**config.mk**
```make
export PLATFORM = sky130hd
export DESIGN_NAME = sync_frame_tx
export DESIGN_NICKNAME = d
export VERILOG_FILES = /design/src/rtl/sync_frame_pkg.sv /design/src/rtl/sync_frame_tx.sv
export SDC_FILE = /design/constraint.sdc
export NUM_CORES = 1
export LEC_CHECK = 0
export BUFFER_PORTS_ARGS = -buffer_cell sky130_fd_sc_hd__buf_2
export CAP_MARGIN = 0
export CELL_PAD_IN_SITES_DETAIL_PLACEMENT = 1
export CELL_PAD_IN_SITES_GLOBAL_PLACEMENT = 1
export CORE_ASPECT_RATIO = 2
export CORE_MARGIN = 4
export CORE_UTILIZATION = 27
export DETAILED_ROUTE_END_ITERATION = 12
export GPL_ROUTABILITY_DRIVEN = 0
export PLACE_DENSITY = 0.58
export SETUP_SLACK_MARGIN = 0.3
export SLEW_MARGIN = 40
export SYNTH_ARGS = -nofsm -noshare
export SYNTH_HDL_FRONTEND = slang
export SYNTH_SLANG_ARGS = --single-unit
```
**constraint.sdc**
```tcl
create_clock -name clk -period 1.75 [get_ports clk]
set_input_delay 0.35 -clock clk [delete_from_list [all_inputs] [get_ports clk]]
set_output_delay 0.35 -clock clk [all_outputs]
set_load 0.05 [all_outputs]
```
**src/rtl/sync_frame_pkg.sv**
```systemverilog
// Shared definitions for the sync-marker framing transmitter and its zero-run detector.
// Both sides take their run length from here so they can never disagree.
package sync_frame_pkg;

  typedef enum logic [2:0] {
    ST_IDLE,
    ST_SYNC,
    ST_START,
    ST_DATA,
    ST_STUFF,
    ST_STOP
  } state_e;

  localparam int SYNC_LEN_DEF  = 8;
  localparam int DATA_W_DEF    = 8;
  localparam int STUFF_RUN_DEF = SYNC_LEN_DEF - 1;

endpackage

```
**src/rtl/sync_frame_tx.sv**
```systemverilog
// Frame transmitter: SYNC_LEN zeros, start bit, MSB-first zero-stuffed payload, stop bit.
// line/busy/frame_done are registered from the current state, so they trail the state by one cycle.
module sync_frame_tx
  import sync_frame_pkg::*;
#(
  parameter int DATA_W    = DATA_W_DEF,
  parameter int SYNC_LEN  = SYNC_LEN_DEF,
  parameter int STUFF_RUN = SYNC_LEN - 1
) (
  input  logic              clk,
  input  logic              reset,
  input  logic              tx_valid,
  input  logic [DATA_W-1:0] tx_data,
  output logic              tx_ready,
  output logic              line,
  output logic              busy,
  output logic              frame_done
);

  localparam int SCNT_W = $clog2(SYNC_LEN);
  localparam int IDX_W  = (DATA_W > 1) ? $clog2(DATA_W) : 1;
  localparam int ZRUN_W = $clog2(STUFF_RUN + 1);

  state_e              state_q, state_d;
  logic [SCNT_W-1:0]   sync_cnt_q, sync_cnt_d;
  logic [IDX_W-1:0]    idx_q, idx_d;
  logic [ZRUN_W-1:0]   zrun_q, zrun_d;
  logic [DATA_W-1:0]   shreg_q, shreg_d;
  logic                line_q, line_d;
  logic                busy_q, busy_d;
  logic                done_q, done_d;
  logic                accept;
  logic                bit_out;

  assign tx_ready   = (state_q == ST_IDLE) || (state_q == ST_STOP);
  assign accept     = tx_valid && tx_ready;
  assign bit_out    = shreg_q[DATA_W-1];
  assign line       = line_q;
  assign busy       = busy_q;
  assign frame_done = done_q;

  always_comb begin
    state_d    = state_q;
    sync_cnt_d = sync_cnt_q;
    idx_d      = idx_q;
    zrun_d     = zrun_q;
    shreg_d    = shreg_q;
    line_d     = 1'b1;
    busy_d     = (state_q != ST_IDLE);
    done_d     = (state_q == ST_STOP);

    case (state_q)
      ST_IDLE, ST_STOP: begin
        state_d = ST_IDLE;
        if (accept) begin
          state_d    = ST_SYNC;
          shreg_d    = tx_data;
          idx_d      = '0;
          zrun_d     = '0;
          sync_cnt_d = '0;
        end
      end
      ST_SYNC: begin
        line_d = 1'b0;
        if (sync_cnt_q == SCNT_W'(SYNC_LEN - 1)) begin
          sync_cnt_d = '0;
          state_d    = ST_START;
        end else begin
          sync_cnt_d = sync_cnt_q + 1'b1;
        end
      end
      ST_START: state_d = ST_DATA;
      ST_DATA: begin
        line_d  = bit_out;
        shreg_d = shreg_q << 1;
        idx_d   = idx_q + 1'b1;
        zrun_d  = bit_out ? '0 : zrun_q + 1'b1;
        // The stop bit already breaks the run, so the last bit never gets a stuff bit.
        if (idx_q == IDX_W'(DATA_W - 1)) begin
          state_d = ST_STOP;
        end else if (zrun_d == ZRUN_W'(STUFF_RUN)) begin
          state_d = ST_STUFF;
        end
      end
      ST_STUFF: begin
        zrun_d  = '0;
        state_d = ST_DATA;
      end
      default: state_d = ST_IDLE;
    endcase
  end

  always_ff @(posedge clk) begin
    if (reset) begin
      state_q    <= ST_IDLE;
      sync_cnt_q <= '0;
      idx_q      <= '0;
      zrun_q     <= '0;
      line_q     <= 1'b1;
      busy_q     <= 1'b0;
      done_q     <= 1'b0;
    end else begin
      state_q    <= state_d;
      sync_cnt_q <= sync_cnt_d;
      idx_q      <= idx_d;
      zrun_q     <= zrun_d;
      line_q     <= line_d;
      busy_q     <= busy_d;
      done_q     <= done_d;
    end
  end

  always_ff @(posedge clk) begin
    shreg_q <= shreg_d;
  end

endmodule

```
== After elaboration in Yosys (flattened, before gate mapping) ==
Cells that the tools add are included.
Word-level totals
  register bits after elaboration: 23
  bits of input ports: 11
  logic and storage cells: 49
  output and inout bits: 4
Operators by class
  equal/unequal tests: 11
  add/subtract/negate cells: 3
  reduce and logical (&&, ||, !) cells: 13
  muxes and demuxes: 14
Operators with widths (count)
  two-way mux 3 bit: 6
  case mux 8 bit (2 select lines): 1
  equality test 3 bit (second input constant): 5
  case mux 3 bit (2 select lines): 2
  case mux 3 bit (4 select lines): 1
  adder 3 x 1 -> 3 bit (second input constant): 3
  case mux 3 bit (3 select lines): 1
  two-way mux 8 bit: 1
  AND reduction 2 bit: 4
  equality test 3 x 2 -> 1 bit (second input constant): 2
  nonzero test 3 bit: 2
  != test 2 bit (second input constant): 2
  nonzero test 2 bit: 2
  OR reduction 2 bit: 2
  equality test 3 x 1 -> 1 bit (second input constant): 1
  logical NOT 3 bit: 1
  != test 3 bit (second input constant): 1
  case mux 1 bit (2 select lines): 1
  logical AND 1 bit: 1
  logical OR 1 bit: 1
  two-way mux 1 bit: 1

== Depth between registers and ports, before layout ==
Gate-level depths: netlist of run 1.
  depth after elaboration: 6
  mapped depth: 5
  mapped depth without buffers: 5

== Worst setup path before layout of run 1 ==
OpenSTA, ideal clock, no wires.
  path kind: register -> output
  from: register state_q[2]
  to: output port tx_ready
  stages on the path, launching flop included: 5
  path slack: -0.302 ns
  arrival: 1.702 ns
  required time: 1.400 ns
  path buffers: 2
  cells stage by stage: dfxtp_1 buf_2 clkbuf_1 or2_2 a21oi_1
Between the ends
  word-level cells in the longest chain between the ends: 2
  elaborated cells between the ends (all ways): 3
  classes of those cells: eq/ne (1); reduce/logical (2)
Ends and longest elaborated chain
  start: declaration: RTL line sync_frame_tx.sv:24  | state_e state_q, state_d;
  start signal: assignment: RTL line sync_frame_tx.sv:103  | state_q <= state_d;
  equality test 3 bit or logical NOT 3 bit (tied branches): RTL line sync_frame_tx.sv:35  | assign tx_ready = (state_q == ST_IDLE) || (state_q == ST_STOP);
  logical OR 1 bit *: RTL line sync_frame_tx.sv:35
  end: declaration: RTL line sync_frame_tx.sv:14  | output logic tx_ready,
Every way passes the cells marked *; elsewhere a longest branch is shown, timed or not.

== Worst setup path after layout of run 1 ==
  from: register state_q[0]
  to: output port tx_ready
The elaborated chain is that of the path after synthesis.

==> impl_results.html, run 1 <==
<table>
<tr><th>Metric</th><th>Value</th></tr>
<tr><th colspan="2">Outcome</th></tr>
<tr><td>Run status</td><td>finished, final reports clean</td></tr>
<tr><th colspan="2">Pwr</th></tr>
<tr><td>Internal portion of total power</td><td>0.00106 W</td></tr>
<tr><td>Max rail drop VDD</td><td>0.599 mV</td></tr>
<tr><td>Power share of the combinational group</td><td>0.355</td></tr>
<tr><td>Sequential fraction of design power</td><td>0.435</td></tr>
<tr><td>Switching power share of the total</td><td>0.325</td></tr>
<tr><td>Static leakage</td><td>0.587 nW</td></tr>
<tr><td>Total net switching power</td><td>0.000512 W</td></tr>
<tr><td>Clock Power Share</td><td>0.211</td></tr>
<tr><td>Power per Cell Area</td><td>1090 mW/mm2</td></tr>
<tr><th colspan="2">Floorplanning</th></tr>
<tr><td>Area of the core</td><td>0.00413 mm2</td></tr>
<tr><td>Number of placement rows</td><td>33</td></tr>
<tr><td>Horizontal die dimension</td><td>54.5 um</td></tr>
<tr><td>Overall die area</td><td>0.00551 mm2</td></tr>
<tr><td>Top-level port count</td><td>15</td></tr>
<tr><td>Die height</td><td>101 um</td></tr>
<tr><td>Effective utilization at floorplan</td><td>0.283</td></tr>
<tr><th colspan="2">Worst hold path</th></tr>
<tr><td>Class of the worst hold path</td><td>primary input to register</td></tr>
<tr><th colspan="2">Routing</th></tr>
<tr><td>ANT nets after route</td><td>0</td></tr>
<tr><td>Per-cell via count in the routed design</td><td>5.01</td></tr>
<tr><td>Detailed-route wire length per cell</td><td>13.7 um</td></tr>
<tr><td>Routed Wire Length</td><td>2.56 mm</td></tr>
<tr><td>Count of TritonRoute iterations in the first routing pass</td><td>3</td></tr>
<tr><td>Detailed Route Iter0 Violations</td><td>6</td></tr>
<tr><td>DRC violation count after routing</td><td>0</td></tr>
<tr><td>Vias after detailed routing</td><td>931</td></tr>
<tr><th colspan="2">Synthesis</th></tr>
<tr><td>Number of unique standard cell types used by synthesis</td><td>38</td></tr>
<tr><td>Syn Nets</td><td>131</td></tr>
<tr><td>Main flop type after synthesis</td><td>sky130_fd_sc_hd__dfxtp_1</td></tr>
<tr><td>Sequential cell area fraction in the yosys report</td><td>0.462</td></tr>
<tr><td>Number of synthesized flops with an enable pin</td><td>8</td></tr>
<tr><td>Number of warnings issued by yosys</td><td>0</td></tr>
<tr><td>Total of flip-flops plus latches after synthesis</td><td>23</td></tr>
<tr><td>Post-Synthesis Mean Instance Area</td><td>10.2 um2</td></tr>
<tr><td>Synth Instances</td><td>115</td></tr>
<tr><td>Netlist area before placement</td><td>0.00117 mm2</td></tr>
<tr><td>Post-synth ARST share</td><td>0</td></tr>
<tr><th colspan="2">Setup path</th></tr>
<tr><td>Setup crit end kind</td><td>primary output</td></tr>
<tr><td>Data arrival, critical path</td><td>1220 ps</td></tr>
<tr><td>Critical path type</td><td>register to primary output</td></tr>
<tr><td>Category of the worst setup path launch point</td><td>register</td></tr>
<tr><td>Required arrival time at the worst endpoint</td><td>1400 ps</td></tr>
<tr><td>Largest fanout on the critical path</td><td>3</td></tr>
<tr><th colspan="2">GRT</th></tr>
<tr><td>First-pass GRT wire length</td><td>4.41 mm</td></tr>
<tr><td>Via count of the first global-routing pass</td><td>968</td></tr>
<tr><td>Initial antenna violation count</td><td>0</td></tr>
<tr><td>Maximum number of pins on one net before global-route repair</td><td>20</td></tr>
<tr><td>Overflow left after global routing</td><td>0</td></tr>
<tr><td>Total GRT Usage</td><td>0.110</td></tr>
<tr><th colspan="2">Timing</th></tr>
<tr><td>Setup repair after global routing missed its margin</td><td>yes</td></tr>
<tr><td>Achievable Freq</td><td>0.637 GHz</td></tr>
<tr><td>Summed negative setup slack over all endpoints</td><td>0 ps</td></tr>
<tr><td>Final setup skew</td><td>4.96 ps</td></tr>
<tr><td>Worst slew slack as a fraction of its limit</td><td>0.757</td></tr>
<tr><td>Number of setup violations in the final report</td><td>0</td></tr>
<tr><td>Final worst-path cycle share</td><td>0.897</td></tr>
<tr><td>Final-report max-slew violation count</td><td>0</td></tr>
<tr><td>Final-report hold violation count</td><td>0</td></tr>
<tr><td>Actual transition at the worst max-transition pin</td><td>355 ps</td></tr>
<tr><td>Minimum clock period after layout</td><td>1570 ps</td></tr>
<tr><th colspan="2">CTS</th></tr>
<tr><td>H-tree level count</td><td>1</td></tr>
<tr><td>Clock tree from TritonCTS</td><td>built</td></tr>
<tr><td>Clock sink count</td><td>23</td></tr>
<tr><td>Cts bufs inserted</td><td>3</td></tr>
<tr><td>Cell at the root of the clock tree</td><td>sky130_fd_sc_hd__clkbuf_8</td></tr>
<tr><td>Worst-Skew Late Latency</td><td>260 ps</td></tr>
<tr><td>CTS clk-pin slew, worst paths</td><td>80 ps</td></tr>
<tr><td>Largest buffer count on any clock path</td><td>2</td></tr>
<tr><th colspan="2">Place</th></tr>
<tr><td>Placed cells</td><td>179</td></tr>
<tr><td>Half-perimeter wire length after placement</td><td>1.95 mm</td></tr>
<tr><td>Buffers on Ports</td><td>14</td></tr>
<tr><th colspan="2">Layout</th></tr>
<tr><td>Final antenna diode count</td><td>0</td></tr>
<tr><td>Final core utilization</td><td>0.350</td></tr>
<tr><td>Final cell count without fillers</td><td>186</td></tr>
<tr><td>Growth of design area from synthesis to finish</td><td>23.5%</td></tr>
<tr><td>Total number of nets in the final design</td><td>151</td></tr>
<tr><td>Fraction of layout cells with a size suffix above 1</td><td>0.351</td></tr>
<tr><th colspan="2">Job</th></tr>
<tr><td>Max Cap Viol</td><td>0</td></tr>
</table>
==> cell usage in the layout (no fill, tap or decap), types with 2 or more instances in the layout <==
cell type / netlist / final
sky130_fd_sc_hd__or3b_4: 0 / 2
sky130_fd_sc_hd__mux2_2: 7 / 7
sky130_fd_sc_hd__nand3b_1: 2 / 2
sky130_fd_sc_hd__o32ai_1: 3 / 3
sky130_fd_sc_hd__buf_4: 2 / 6
sky130_fd_sc_hd__nor3_1: 3 / 3
sky130_fd_sc_hd__ha_1: 5 / 5
sky130_fd_sc_hd__inv_1: 4 / 4
sky130_fd_sc_hd__buf_2: 4 / 13
sky130_fd_sc_hd__nor2_1: 6 / 6
sky130_fd_sc_hd__buf_6: 0 / 4
sky130_fd_sc_hd__a21oi_1: 8 / 6
sky130_fd_sc_hd__dfxtp_2: 0 / 2
sky130_fd_sc_hd__a21o_1: 2 / 2
sky130_fd_sc_hd__dfxtp_1: 15 / 12
sky130_fd_sc_hd__o21ai_0: 4 / 4
sky130_fd_sc_hd__edfxtp_1: 8 / 8
sky130_fd_sc_hd__nand2b_1: 4 / 3
sky130_fd_sc_hd__nor2b_1: 2 / 2
sky130_fd_sc_hd__nand3_1: 3 / 3
sky130_fd_sc_hd__clkbuf_8: 0 / 3
sky130_fd_sc_hd__nand2_1: 10 / 9
==> routing by layer <==
metal	GRT usage	routed length, um	part of all wire
met1	0.110	953	0.37
met2	0.200	1470	0.58
met3	0.0207	86	0.034
met4	0.0576	45	0.018
met5	0	0	0
==> through the flow <==
step / worst slack, ps / hold WS, ps / power (W) / area [um2]
floorplan: 246 / 440 / 0.00106 / 1210
CTS: 158 / 355 / 0.00157 / 1410
global route: 139 / 353 / 0.00168 / 1450
detailed placement: 91.2 / 475 / 0.00118 / 1330
finish: 180 / 361 / 0.00157 / 1450
global placement: 111 / 451 / 0.00117 / 1330
==> synthesized netlist by cell type, types with 2 or more instances <==
master	instances	share of area
sky130_fd_sc_hd__nor2_1	6	0.019
sky130_fd_sc_hd__o32ai_1	3	0.022
sky130_fd_sc_hd__nand3b_1	2	0.013
sky130_fd_sc_hd__nor3_1	3	0.013
sky130_fd_sc_hd__buf_4	2	0.013
sky130_fd_sc_hd__nor4b_1	2	0.015
sky130_fd_sc_hd__a21o_1	2	0.013
sky130_fd_sc_hd__clkbuf_1	2	0.0064
sky130_fd_sc_hd__dfxtp_1	15	0.26
sky130_fd_sc_hd__a21oi_1	8	0.034
sky130_fd_sc_hd__a2111oi_0	2	0.015
sky130_fd_sc_hd__nor2b_1	2	0.011
sky130_fd_sc_hd__nand3_1	3	0.013
sky130_fd_sc_hd__inv_1	4	0.013
sky130_fd_sc_hd__nand2_1	10	0.032
sky130_fd_sc_hd__o21ai_0	4	0.017
sky130_fd_sc_hd__mux2_2	7	0.067
sky130_fd_sc_hd__buf_2	4	0.017
sky130_fd_sc_hd__nand2b_1	4	0.021
sky130_fd_sc_hd__ha_1	5	0.053
sky130_fd_sc_hd__edfxtp_1	8	0.21
==> registers in the layout, summed over array words and instances (netlist names) <==
name	cells
shreg_q	8
idx_q	3
state_q	3
sync_cnt_q	3
zrun_q	3
busy	1
frame_done	1
line	1
==> timing repair <==
action	in CTS	in global routing
setup buffers	1	2
gates resized for setup	9	7
hold endpoints to repair	0	0
pin swaps	0	3
hold buffers	0	0
setup endpoints to repair	18	16
==> worst max-delay path: stages (launching register included) <==
cell and delay [ps]:
sky130_fd_sc_hd__dfxtp_2 340, sky130_fd_sc_hd__buf_6 110, sky130_fd_sc_hd__or2_4 230, sky130_fd_sc_hd__a21oi_4 120, sky130_fd_sc_hd__buf_6 170
==> area by class of cell <==
| class | count | area (um2) |
|---|---|---|
| Multi-Input combinational cell | 80 | 618 |
| Clock buffer | 4 | 45.0 |
| Sequential cell | 23 | 547 |
| Tap cell | 52 | 65.1 |
| Inverter | 4 | 15.0 |
| Timing Repair Buffer | 23 | 155 |
| Fill cell | 487 | 2680 |
==> path summary, 6_finish.rpt <==
path | from | end | slack (ps) | depth (start not counted)
max | state_q[0]$_SDFFE_PP0P_ | tx_ready | 180 | 4
min reg2reg | sync_cnt_q[2]$_SDFFE_PP0P_ | sync_cnt_q[2]$_SDFFE_PP0P_ | 480 | 2
min | tx_data[0] | shreg_q[0]$_SDFFCE_PP0P_ | 360 | 2
max reg2reg | state_q[0]$_SDFFE_PP0P_ | shreg_q[6]$_DFFE_PP_ | 240 | 4
==> cells by family (layout without fill, tap and decap cells) <==
family,after synthesis,count (layout),synth area share
compound gates,25,25,0.147
xor+xnor,1,1,0.00749
fa+ha+maj,5,5,0.0535
buf+inv,12,31,0.0492
flops,23,23,0.462
mux,8,8,0.0759
simple gates,41,41,0.205
==> power by group through the flow <==
| stage | clock network (W) | registers (W) | logic (W) |
|---|---|---|---|
| 4_1_cts | 0.000348 | 0.000688 | 0.000531 |
| 2_1_floorplan | 0 | 0.000716 | 0.000344 |
| 3_5_place_dp | 0 | 0.000696 | 0.000487 |
| 6_report | 0.000332 | 0.000684 | 0.000558 |
| 5_1_grt | 0.000375 | 0.000692 | 0.000615 |
| 3_3_place_gp | 0 | 0.000693 | 0.000473 |
Note: power is estimated with default switching activity, not from simulation.
==> inputs of run 2 (changes only) <==
--- a/config.mk
+++ b/config.mk
@@ -15,6 +15,7 @@
 export DETAILED_ROUTE_END_ITERATION = 12
 export GPL_ROUTABILITY_DRIVEN = 0
 export PLACE_DENSITY = 0.58
+export RECOVER_POWER = 100
 export SETUP_SLACK_MARGIN = 0.3
 export SLEW_MARGIN = 40
 export SYNTH_ARGS = -nofsm -noshare
==> impl_results.html, run 2 (synthesized netlist as in run 1, its figures left out) <==
<table>
<tr><th>Metric</th><th>Value</th></tr>
<tr><th colspan="2">Timing</th></tr>
<tr><td>Setup repair after global routing missed its margin</td><td>yes (unchanged)</td></tr>
<tr><td>Number of setup violations in the final report</td><td>0 (unchanged)</td></tr>
<tr><td>Minimum clock period after layout</td><td>1590 ps (was 1570 ps)</td></tr>
<tr><td>Worst slew slack as a fraction of its limit</td><td>0.605 (was 0.757)</td></tr>
<tr><td>Final-report hold violation count</td><td>0 (unchanged)</td></tr>
<tr><td>Summed negative setup slack over all endpoints</td><td>0 ps (unchanged)</td></tr>
<tr><td>Actual transition at the worst max-transition pin</td><td>595 ps (was 355 ps)</td></tr>
<tr><td>Achievable Freq</td><td>0.629 GHz (was 0.637 GHz)</td></tr>
<tr><td>Final worst-path cycle share</td><td>0.908 (was 0.897)</td></tr>
<tr><td>Final-report max-slew violation count</td><td>0 (unchanged)</td></tr>
<tr><td>Final setup skew</td><td>5.28 ps (was 4.96 ps)</td></tr>
<tr><th colspan="2">Routing</th></tr>
<tr><td>Detailed-route wire length per cell</td><td>13.8 um (was 13.7 um)</td></tr>
<tr><td>DRC violation count after routing</td><td>0 (unchanged)</td></tr>
<tr><td>Routed Wire Length</td><td>2.58 mm (was 2.56 mm)</td></tr>
<tr><td>ANT nets after route</td><td>0 (unchanged)</td></tr>
<tr><td>Count of TritonRoute iterations in the first routing pass</td><td>3 (unchanged)</td></tr>
<tr><td>Vias after detailed routing</td><td>927 (was 931)</td></tr>
<tr><td>Per-cell via count in the routed design</td><td>4.98 (was 5.01)</td></tr>
<tr><td>Detailed Route Iter0 Violations</td><td>9 (was 6)</td></tr>
<tr><th colspan="2">Setup path</th></tr>
<tr><td>Critical path type</td><td>register to primary output (unchanged)</td></tr>
<tr><td>Data arrival, critical path</td><td>1240 ps (was 1220 ps)</td></tr>
<tr><td>Largest fanout on the critical path</td><td>19 (was 3)</td></tr>
<tr><td>Setup crit end kind</td><td>primary output (unchanged)</td></tr>
<tr><td>Slowest library cell on the worst path</td><td>sky130_fd_sc_hd__dfxtp_1 (was sky130_fd_sc_hd__dfxtp_2)</td></tr>
<tr><td>Required arrival time at the worst endpoint</td><td>1400 ps (about the same)</td></tr>
<tr><td>Maximum single-stage delay on the critical path</td><td>330 ps (was 340 ps)</td></tr>
<tr><td>Series of cell instances along the critical path</td><td>clkbuf_2 &gt; a21oi_4 &gt; buf_6 (was buf_6 &gt; or2_4 &gt; a21oi_4 &gt; buf_6)</td></tr>
<tr><td>Category of the worst setup path launch point</td><td>register (unchanged)</td></tr>
<tr><th colspan="2">Pwr</th></tr>
<tr><td>Power per Cell Area</td><td>1090 mW/mm2 (about the same)</td></tr>
<tr><td>Total net switching power</td><td>0.000507 W (was 0.000512 W)</td></tr>
<tr><td>Switching power share of the total</td><td>0.328 (was 0.325)</td></tr>
<tr><td>Clock Power Share</td><td>0.214 (was 0.211)</td></tr>
<tr><td>Power share of the combinational group</td><td>0.345 (was 0.355)</td></tr>
<tr><td>Sequential fraction of design power</td><td>0.441 (was 0.435)</td></tr>
<tr><td>Static leakage</td><td>0.566 nW (was 0.587 nW)</td></tr>
<tr><td>Max rail drop VDD</td><td>0.592 mV (was 0.599 mV)</td></tr>
<tr><td>Internal portion of total power</td><td>0.00104 W (was 0.00106 W)</td></tr>
<tr><th colspan="2">CTS</th></tr>
<tr><td>Worst-Skew Late Latency</td><td>260 ps (about the same)</td></tr>
<tr><td>H-tree level count</td><td>1 (unchanged)</td></tr>
<tr><td>Clock sink count</td><td>23 (unchanged)</td></tr>
<tr><td>Cts bufs inserted</td><td>3 (unchanged)</td></tr>
<tr><td>Clock tree from TritonCTS</td><td>built (unchanged)</td></tr>
<tr><td>Cell at the root of the clock tree</td><td>sky130_fd_sc_hd__clkbuf_8 (unchanged)</td></tr>
<tr><td>Largest buffer count on any clock path</td><td>2 (unchanged)</td></tr>
<tr><td>Number of buffers inserted for hold repair after clock tree synthesis</td><td>0 (unchanged)</td></tr>
<tr><td>CTS clk-pin slew, worst paths</td><td>80 ps (about the same)</td></tr>
<tr><th colspan="2">GRT</th></tr>
<tr><td>Total GRT Usage</td><td>0.110 (unchanged)</td></tr>
<tr><td>Overflow left after global routing</td><td>0 (unchanged)</td></tr>
<tr><td>Via count of the first global-routing pass</td><td>968 (unchanged)</td></tr>
<tr><td>First-pass GRT wire length</td><td>4.41 mm (unchanged)</td></tr>
<tr><td>Maximum number of pins on one net before global-route repair</td><td>20 (unchanged)</td></tr>
<tr><td>Met3 track utilization from global routing</td><td>0.0207 (unchanged)</td></tr>
<tr><td>Met2 demand-to-capacity share in global routing</td><td>0.200 (unchanged)</td></tr>
<tr><td>Most used routing layer in global routing</td><td>met2 (unchanged)</td></tr>
<tr><td>Initial antenna violation count</td><td>0 (unchanged)</td></tr>
<tr><td>Met1 usage in global routing</td><td>0.110 (unchanged)</td></tr>
<tr><th colspan="2">Worst hold path</th></tr>
<tr><td>Class of the worst hold path</td><td>primary input to register (unchanged)</td></tr>
<tr><th colspan="2">Layout</th></tr>
<tr><td>Top reg by flops</td><td>shreg_q (unchanged)</td></tr>
<tr><td>Flip-flop count of the largest register, all copies and words added</td><td>8 (unchanged)</td></tr>
<tr><td>Final antenna diode count</td><td>0 (unchanged)</td></tr>
<tr><td>Growth of design area from synthesis to finish</td><td>20.7% (was 23.5%)</td></tr>
<tr><td>Top library cells by usage in the layout, fill and taps aside</td><td>14 x sky130_fd_sc_hd__dfxtp_1, 10 x sky130_fd_sc_hd__buf_2, 9 x sky130_fd_sc_hd__nand2_1, 8 x sky130_fd_sc_hd__edfxtp_1 (was 13 x sky130_fd_sc_hd__buf_2, 12 x sky130_fd_sc_hd__dfxtp_1, 9 x sky130_fd_sc_hd__nand2_1, 8 x sky130_fd_sc_hd__edfxtp_1, 7 x sky130_fd_sc_hd__mux2_2)</td></tr>
<tr><td>Filler Cell Count</td><td>488 (was 487)</td></tr>
<tr><td>Leading cell type in the layout, fill and taps excluded</td><td>sky130_fd_sc_hd__dfxtp_1 (was sky130_fd_sc_hd__buf_2)</td></tr>
<tr><td>FF+latch area</td><td>544 um2 (was 547 um2)</td></tr>
<tr><td>Multi-input logic area</td><td>598 um2 (was 618 um2)</td></tr>
<tr><td>Finished Cell Area</td><td>0.00141 mm2 (was 0.00145 mm2)</td></tr>
<tr><td>Fraction of layout cells with a size suffix above 1</td><td>0.284 (was 0.351)</td></tr>
<tr><td>Total number of nets in the final design</td><td>151 (unchanged)</td></tr>
<tr><th colspan="2">Floorplanning</th></tr>
<tr><td>Number of placement rows</td><td>33 (unchanged)</td></tr>
<tr><td>Area of the core</td><td>0.00413 mm2 (unchanged)</td></tr>
<tr><td>Die height</td><td>101 um (unchanged)</td></tr>
<tr><td>Effective utilization at floorplan</td><td>0.283 (unchanged)</td></tr>
<tr><td>Top-level port count</td><td>15 (unchanged)</td></tr>
<tr><td>Horizontal die dimension</td><td>54.5 um (unchanged)</td></tr>
<tr><td>Overall die area</td><td>0.00551 mm2 (unchanged)</td></tr>
<tr><th colspan="2">Place</th></tr>
<tr><td>Buffers on Ports</td><td>14 (unchanged)</td></tr>
<tr><td>Half-perimeter wire length after placement</td><td>1.95 mm (unchanged)</td></tr>
<tr><td>Area after detailed placement</td><td>0.00133 mm2 (unchanged)</td></tr>
<tr><th colspan="2">Job</th></tr>
<tr><td>Max Cap Viol</td><td>0 (unchanged)</td></tr>
<tr><th colspan="2">Outcome</th></tr>
<tr><td>Run status</td><td>finished, final reports clean (unchanged)</td></tr>
</table>
run 2: final cells by class:
class,count,share of cell area
Clock buffer,4,0.0319
Inverter,4,0.0106
Multi-Input combinational cell,80,0.423
Sequential cell,23,0.385
Tap cell,52,0.0461
Timing Repair Buffer,23,0.103
run 2: power by group through the flow:
stage                     combinational (W)  clock, W  sequential, W
final                              0.000533  0.000330       0.000681
after global routing               0.000588  0.000375       0.000689
after CTS                          0.000531  0.000348       0.000688
after detailed placement           0.000487         0       0.000696
after global placement             0.000473         0       0.000693
after floorplan                    0.000344         0       0.000716
run 2: routing by layer:
metal,wire length [um],vias to the layer above
met5,0,-
met2,1480,12
met1,966,459
li1,-,454
met3,86,2
met4,37,0
run 2: timing repair:
item | 4_1_cts | 5_1_grt
pin swaps | 0 | 3
endpoints found under the setup margin | 18 | 16
cloned | 0 | 0
gates resized for setup | 9 | 7
setup buffers | 1 | 2
run 2: path summary, 6_finish.rpt:
| path | slack, ps | startpoint | depth (start not counted) | to |
|---|---|---|---|---|
| worst max register to register | 160 | state_q[0]$_SDFFE_PP0P_ | 4 | shreg_q[6]$_DFFE_PP_ |
| worst min register to register | 480 | sync_cnt_q[2]$_SDFFE_PP0P_ | 2 | sync_cnt_q[2]$_SDFFE_PP0P_ |
| worst min-delay path | 360 | tx_data[0] | 2 | shreg_q[0]$_SDFFCE_PP0P_ |
| worst max-delay path | 160 | state_q[1]$_SDFFE_PP0P_ | 3 | tx_ready |
run 2: critical path, delay by kind of cell, from the launching register on:
| kind | cells | cell delay, ps |
|---|---|---|
| compound gates | 1 | 190 |
| flops | 1 | 330 |
| buf+inv | 2 | 450 |
run 2: per-stage QoR:
step                      hold slack (ps)  std cells  power (W)  worst slack [ps]   util
after floorplan                       440        115    0.00106               246      -
after global placement                451        179    0.00117               111  0.323
after detailed placement              475        179    0.00118              91.2  0.323
after CTS                             355        184    0.00157               158  0.342
after global routing                  353        186    0.00165              83.9  0.342
final                                 362        186    0.00154               161  0.342
==> inputs of run 3 (changes only) <==
--- a/config.mk
+++ b/config.mk
@@ -9,7 +9,7 @@
 export CAP_MARGIN = 0
 export CELL_PAD_IN_SITES_DETAIL_PLACEMENT = 1
 export CELL_PAD_IN_SITES_GLOBAL_PLACEMENT = 1
-export CORE_ASPECT_RATIO = 2
+export CORE_ASPECT_RATIO = 1.1
 export CORE_MARGIN = 4
 export CORE_UTILIZATION = 27
 export DETAILED_ROUTE_END_ITERATION = 12
==> impl_results.html, run 3 (synthesized netlist as in run 1, its figures left out) <==
<table>
<tr><th>Metric</th><th>Value</th></tr>
<tr><th colspan="2">Pwr</th></tr>
<tr><td>Internal portion of total power</td><td>0.00103 W (was 0.00104 W)</td></tr>
<tr><td>Power per Cell Area</td><td>1080 mW/mm2 (was 1090 mW/mm2)</td></tr>
<tr><td>Static leakage</td><td>0.565 nW (was 0.566 nW)</td></tr>
<tr><td>Switching power share of the total</td><td>0.342 (was 0.328)</td></tr>
<tr><td>Clock Power Share</td><td>0.220 (was 0.214)</td></tr>
<tr><td>Power share of the combinational group</td><td>0.343 (was 0.345)</td></tr>
<tr><td>Sequential fraction of design power</td><td>0.437 (was 0.441)</td></tr>
<tr><td>Max rail drop VDD</td><td>0.374 mV (was 0.592 mV)</td></tr>
<tr><td>Total net switching power</td><td>0.000536 W (was 0.000507 W)</td></tr>
<tr><th colspan="2">CTS</th></tr>
<tr><td>Clock sink count</td><td>23 (unchanged)</td></tr>
<tr><td>CTS clk-pin slew, worst paths</td><td>80 ps (about the same)</td></tr>
<tr><td>Clock tree from TritonCTS</td><td>built (unchanged)</td></tr>
<tr><td>Largest buffer count on any clock path</td><td>2 (unchanged)</td></tr>
<tr><td>Worst-Skew Late Latency</td><td>270 ps (was 260 ps)</td></tr>
<tr><td>H-tree level count</td><td>1 (unchanged)</td></tr>
<tr><td>Cts bufs inserted</td><td>3 (unchanged)</td></tr>
<tr><td>Cell at the root of the clock tree</td><td>sky130_fd_sc_hd__clkbuf_8 (unchanged)</td></tr>
<tr><td>Number of buffers inserted for hold repair after clock tree synthesis</td><td>0 (unchanged)</td></tr>
<tr><th colspan="2">Timing</th></tr>
<tr><td>Final worst-path cycle share</td><td>0.920 (was 0.908)</td></tr>
<tr><td>Setup repair after global routing missed its margin</td><td>yes (unchanged)</td></tr>
<tr><td>Final worst-path setup slack</td><td>140 ps (was 161 ps)</td></tr>
<tr><td>Worst slew slack as a fraction of its limit</td><td>0.606 (was 0.605)</td></tr>
<tr><td>Final setup skew</td><td>1.83 ps (was 5.28 ps)</td></tr>
<tr><td>Actual transition at the worst max-transition pin</td><td>594 ps (was 595 ps)</td></tr>
<tr><td>Number of setup violations in the final report</td><td>0 (unchanged)</td></tr>
<tr><td>Summed negative setup slack over all endpoints</td><td>0 ps (unchanged)</td></tr>
<tr><td>Final-report hold violation count</td><td>0 (unchanged)</td></tr>
<tr><td>Final-report max-slew violation count</td><td>0 (unchanged)</td></tr>
<tr><td>Achievable Freq</td><td>0.621 GHz (was 0.629 GHz)</td></tr>
<tr><td>Minimum clock period after layout</td><td>1610 ps (was 1590 ps)</td></tr>
<tr><th colspan="2">Worst hold path</th></tr>
<tr><td>HP Start</td><td>tx_data[0] (unchanged)</td></tr>
<tr><td>Worst-case hold path end point</td><td>shreg_q[0]$_SDFFCE_PP0P_ (unchanged)</td></tr>
<tr><td>Worst hold path cell count</td><td>2 (unchanged)</td></tr>
<tr><td>Class of the worst hold path</td><td>primary input to register (unchanged)</td></tr>
<tr><th colspan="2">Layout</th></tr>
<tr><td>Filler Cell Count</td><td>484 (was 488)</td></tr>
<tr><td>Final antenna diode count</td><td>0 (unchanged)</td></tr>
<tr><td>Top reg by flops</td><td>shreg_q (unchanged)</td></tr>
<tr><td>Final core utilization</td><td>0.354 (was 0.342)</td></tr>
<tr><td>Fraction of layout cells with a size suffix above 1</td><td>0.289 (was 0.284)</td></tr>
<tr><td>Final cell count without fillers</td><td>187 (was 186)</td></tr>
<tr><td>Leading cell type in the layout, fill and taps excluded</td><td>sky130_fd_sc_hd__dfxtp_1 (unchanged)</td></tr>
<tr><td>Flip-flop count of the largest register, all copies and words added</td><td>8 (unchanged)</td></tr>
<tr><td>Top library cells by usage in the layout, fill and taps aside</td><td>13 x sky130_fd_sc_hd__dfxtp_1, 10 x sky130_fd_sc_hd__nand2_1, 10 x sky130_fd_sc_hd__buf_2, 8 x sky130_fd_sc_hd__edfxtp_1, 7 x sky130_fd_sc_hd__mux2_2 (was 14 x sky130_fd_sc_hd__dfxtp_1, 10 x sky130_fd_sc_hd__buf_2, 9 x sky130_fd_sc_hd__nand2_1, 8 x sky130_fd_sc_hd__edfxtp_1)</td></tr>
<tr><td>Growth of design area from synthesis to finish</td><td>23.4% (was 20.7%)</td></tr>
<tr><td>Total number of nets in the final design</td><td>152 (was 151)</td></tr>
<tr><th colspan="2">Routing</th></tr>
<tr><td>Routed Wire Length</td><td>2.78 mm (was 2.58 mm)</td></tr>
<tr><td>Per-cell via count in the routed design</td><td>5.01 (was 4.98)</td></tr>
<tr><td>Vias after detailed routing</td><td>936 (was 927)</td></tr>
<tr><td>Detailed Route Iter0 Violations</td><td>51 (was 9)</td></tr>
<tr><td>ANT nets after route</td><td>0 (unchanged)</td></tr>
<tr><td>Detailed-route wire length per cell</td><td>14.8 um (was 13.8 um)</td></tr>
<tr><td>DRC violation count after routing</td><td>0 (unchanged)</td></tr>
<tr><td>Count of TritonRoute iterations in the first routing pass</td><td>4 (was 3)</td></tr>
<tr><th colspan="2">Setup path</th></tr>
<tr><td>Category of the worst setup path launch point</td><td>register (unchanged)</td></tr>
<tr><td>Data arrival, critical path</td><td>1260 ps (was 1240 ps)</td></tr>
<tr><td>R2r setup slk</td><td>220 ps (was 160 ps)</td></tr>
<tr><td>Worst r2r src</td><td>state_q[0]$_SDFFE_PP0P_ (unchanged)</td></tr>
<tr><td>Largest fanout on the critical path</td><td>3 (was 19)</td></tr>
<tr><td>Worst r2r dst</td><td>shreg_q[1]$_DFFE_PP_ (was shreg_q[6]$_DFFE_PP_)</td></tr>
<tr><td>Setup crit end kind</td><td>primary output (unchanged)</td></tr>
<tr><td>Required arrival time at the worst endpoint</td><td>1400 ps (about the same)</td></tr>
<tr><td>Critical path type</td><td>register to primary output (unchanged)</td></tr>
<tr><td>Depth of the worst register-to-register path</td><td>5 (was 4)</td></tr>
<tr><th colspan="2">GRT</th></tr>
<tr><td>Overflow left after global routing</td><td>0 (unchanged)</td></tr>
<tr><td>First-pass GRT wire length</td><td>4.74 mm (was 4.41 mm)</td></tr>
<tr><td>Maximum number of pins on one net before global-route repair</td><td>21 (was 20)</td></tr>
<tr><td>Via count of the first global-routing pass</td><td>1013 (was 968)</td></tr>
<tr><td>Initial antenna violation count</td><td>0 (unchanged)</td></tr>
<tr><td>Total GRT Usage</td><td>0.108 (was 0.110)</td></tr>
<tr><th colspan="2">Floorplanning</th></tr>
<tr><td>Area of the core</td><td>0.00408 mm2 (was 0.00413 mm2)</td></tr>
<tr><td>Horizontal die dimension</td><td>70.8 um (was 54.5 um)</td></tr>
<tr><td>Die height</td><td>77.0 um (was 101 um)</td></tr>
<tr><td>Top-level port count</td><td>15 (unchanged)</td></tr>
<tr><td>Overall die area</td><td>0.00545 mm2 (was 0.00551 mm2)</td></tr>
<tr><td>Effective utilization at floorplan</td><td>0.286 (was 0.283)</td></tr>
<tr><td>Number of placement rows</td><td>24 (was 33)</td></tr>
<tr><th colspan="2">Outcome</th></tr>
<tr><td>Run status</td><td>finished, final reports clean (unchanged)</td></tr>
<tr><th colspan="2">Place</th></tr>
<tr><td>Half-perimeter wire length after placement</td><td>1.92 mm (was 1.95 mm)</td></tr>
<tr><td>Placed cells</td><td>178 (was 179)</td></tr>
<tr><td>Buffers on Ports</td><td>14 (unchanged)</td></tr>
<tr><td>Setup WS pre-CTS</td><td>136 ps (was 91.2 ps)</td></tr>
<tr><th colspan="2">Job</th></tr>
<tr><td>Max Cap Viol</td><td>0 (unchanged)</td></tr>
</table>
## run 3: timing repair
item,CTS,global route
setup endpoints to repair,18,20
gates cloned,1,0
buffers inserted,4,0
gates resized for setup,8,4
## run 3: power by group through the flow
stage	Combinational, W	Sequential [W]	Clock, W
3_5_place_dp	0.000494	0.000697	0
4_1_cts	0.000554	0.000686	0.000364
3_3_place_gp	0.000476	0.000691	0
6_report	0.000537	0.000684	0.000345
2_1_floorplan	0.000344	0.000716	0
5_1_grt	0.000589	0.000692	0.000384
## run 3: layer usage
layer | track usage | part of all wire
met1 | 0.130 | 0.45
met5 | 0 | 0
met3 | 0.0209 | 0.039
met4 | 0.0489 | 0.028
met2 | 0.184 | 0.48
## run 3: final cells by class
class / count / area, um2 / share of cell area
clock buffers: 4 / 45.0 / 0.0312
multi-input cells: 81 / 624 / 0.432
repair buffers: 23 / 149 / 0.103
well taps: 52 / 65.1 / 0.0451
flip-flops and latches: 23 / 546 / 0.378
inverters: 4 / 15.0 / 0.0104
## run 3: worst max path at each step
stage	from	to	slack [ps]	cells after the start
after global placement	tx_valid	shreg_q[3]$_DFFE_PP_	150	4
final	state_q[0]$_SDFFE_PP0P_	tx_ready	140	4
after detailed placement	tx_valid	shreg_q[0]$_SDFFCE_PP0P_	140	4
after global routing	state_q[0]$_SDFFE_PP0P_	sync_cnt_q[2]$_SDFFE_PP0P_	60	5
after CTS	state_q[0]$_SDFFE_PP0P_	tx_ready	140	4
after floorplan	state_q[0]$_SDFFE_PP0P_	tx_ready	250	4
## run 3: critical path, cell delays in order, from the launching register on
cell and delay, ps:
sky130_fd_sc_hd__dfxtp_1 350, sky130_fd_sc_hd__buf_12 130, sky130_fd_sc_hd__or2_4 230, sky130_fd_sc_hd__a21oi_4 120, sky130_fd_sc_hd__buf_6 170
## run 3: through the flow
step | instance area (um2) | hold WS, ps | total power [W]
after floorplan | 1210 | 440 | 0.00106
after global placement | 1340 | 447 | 0.00117
final | 1440 | 352 | 0.00157
after CTS | 1450 | 347 | 0.00160
after detailed placement | 1340 | 466 | 0.00119
after global routing | 1440 | 366 | 0.00167
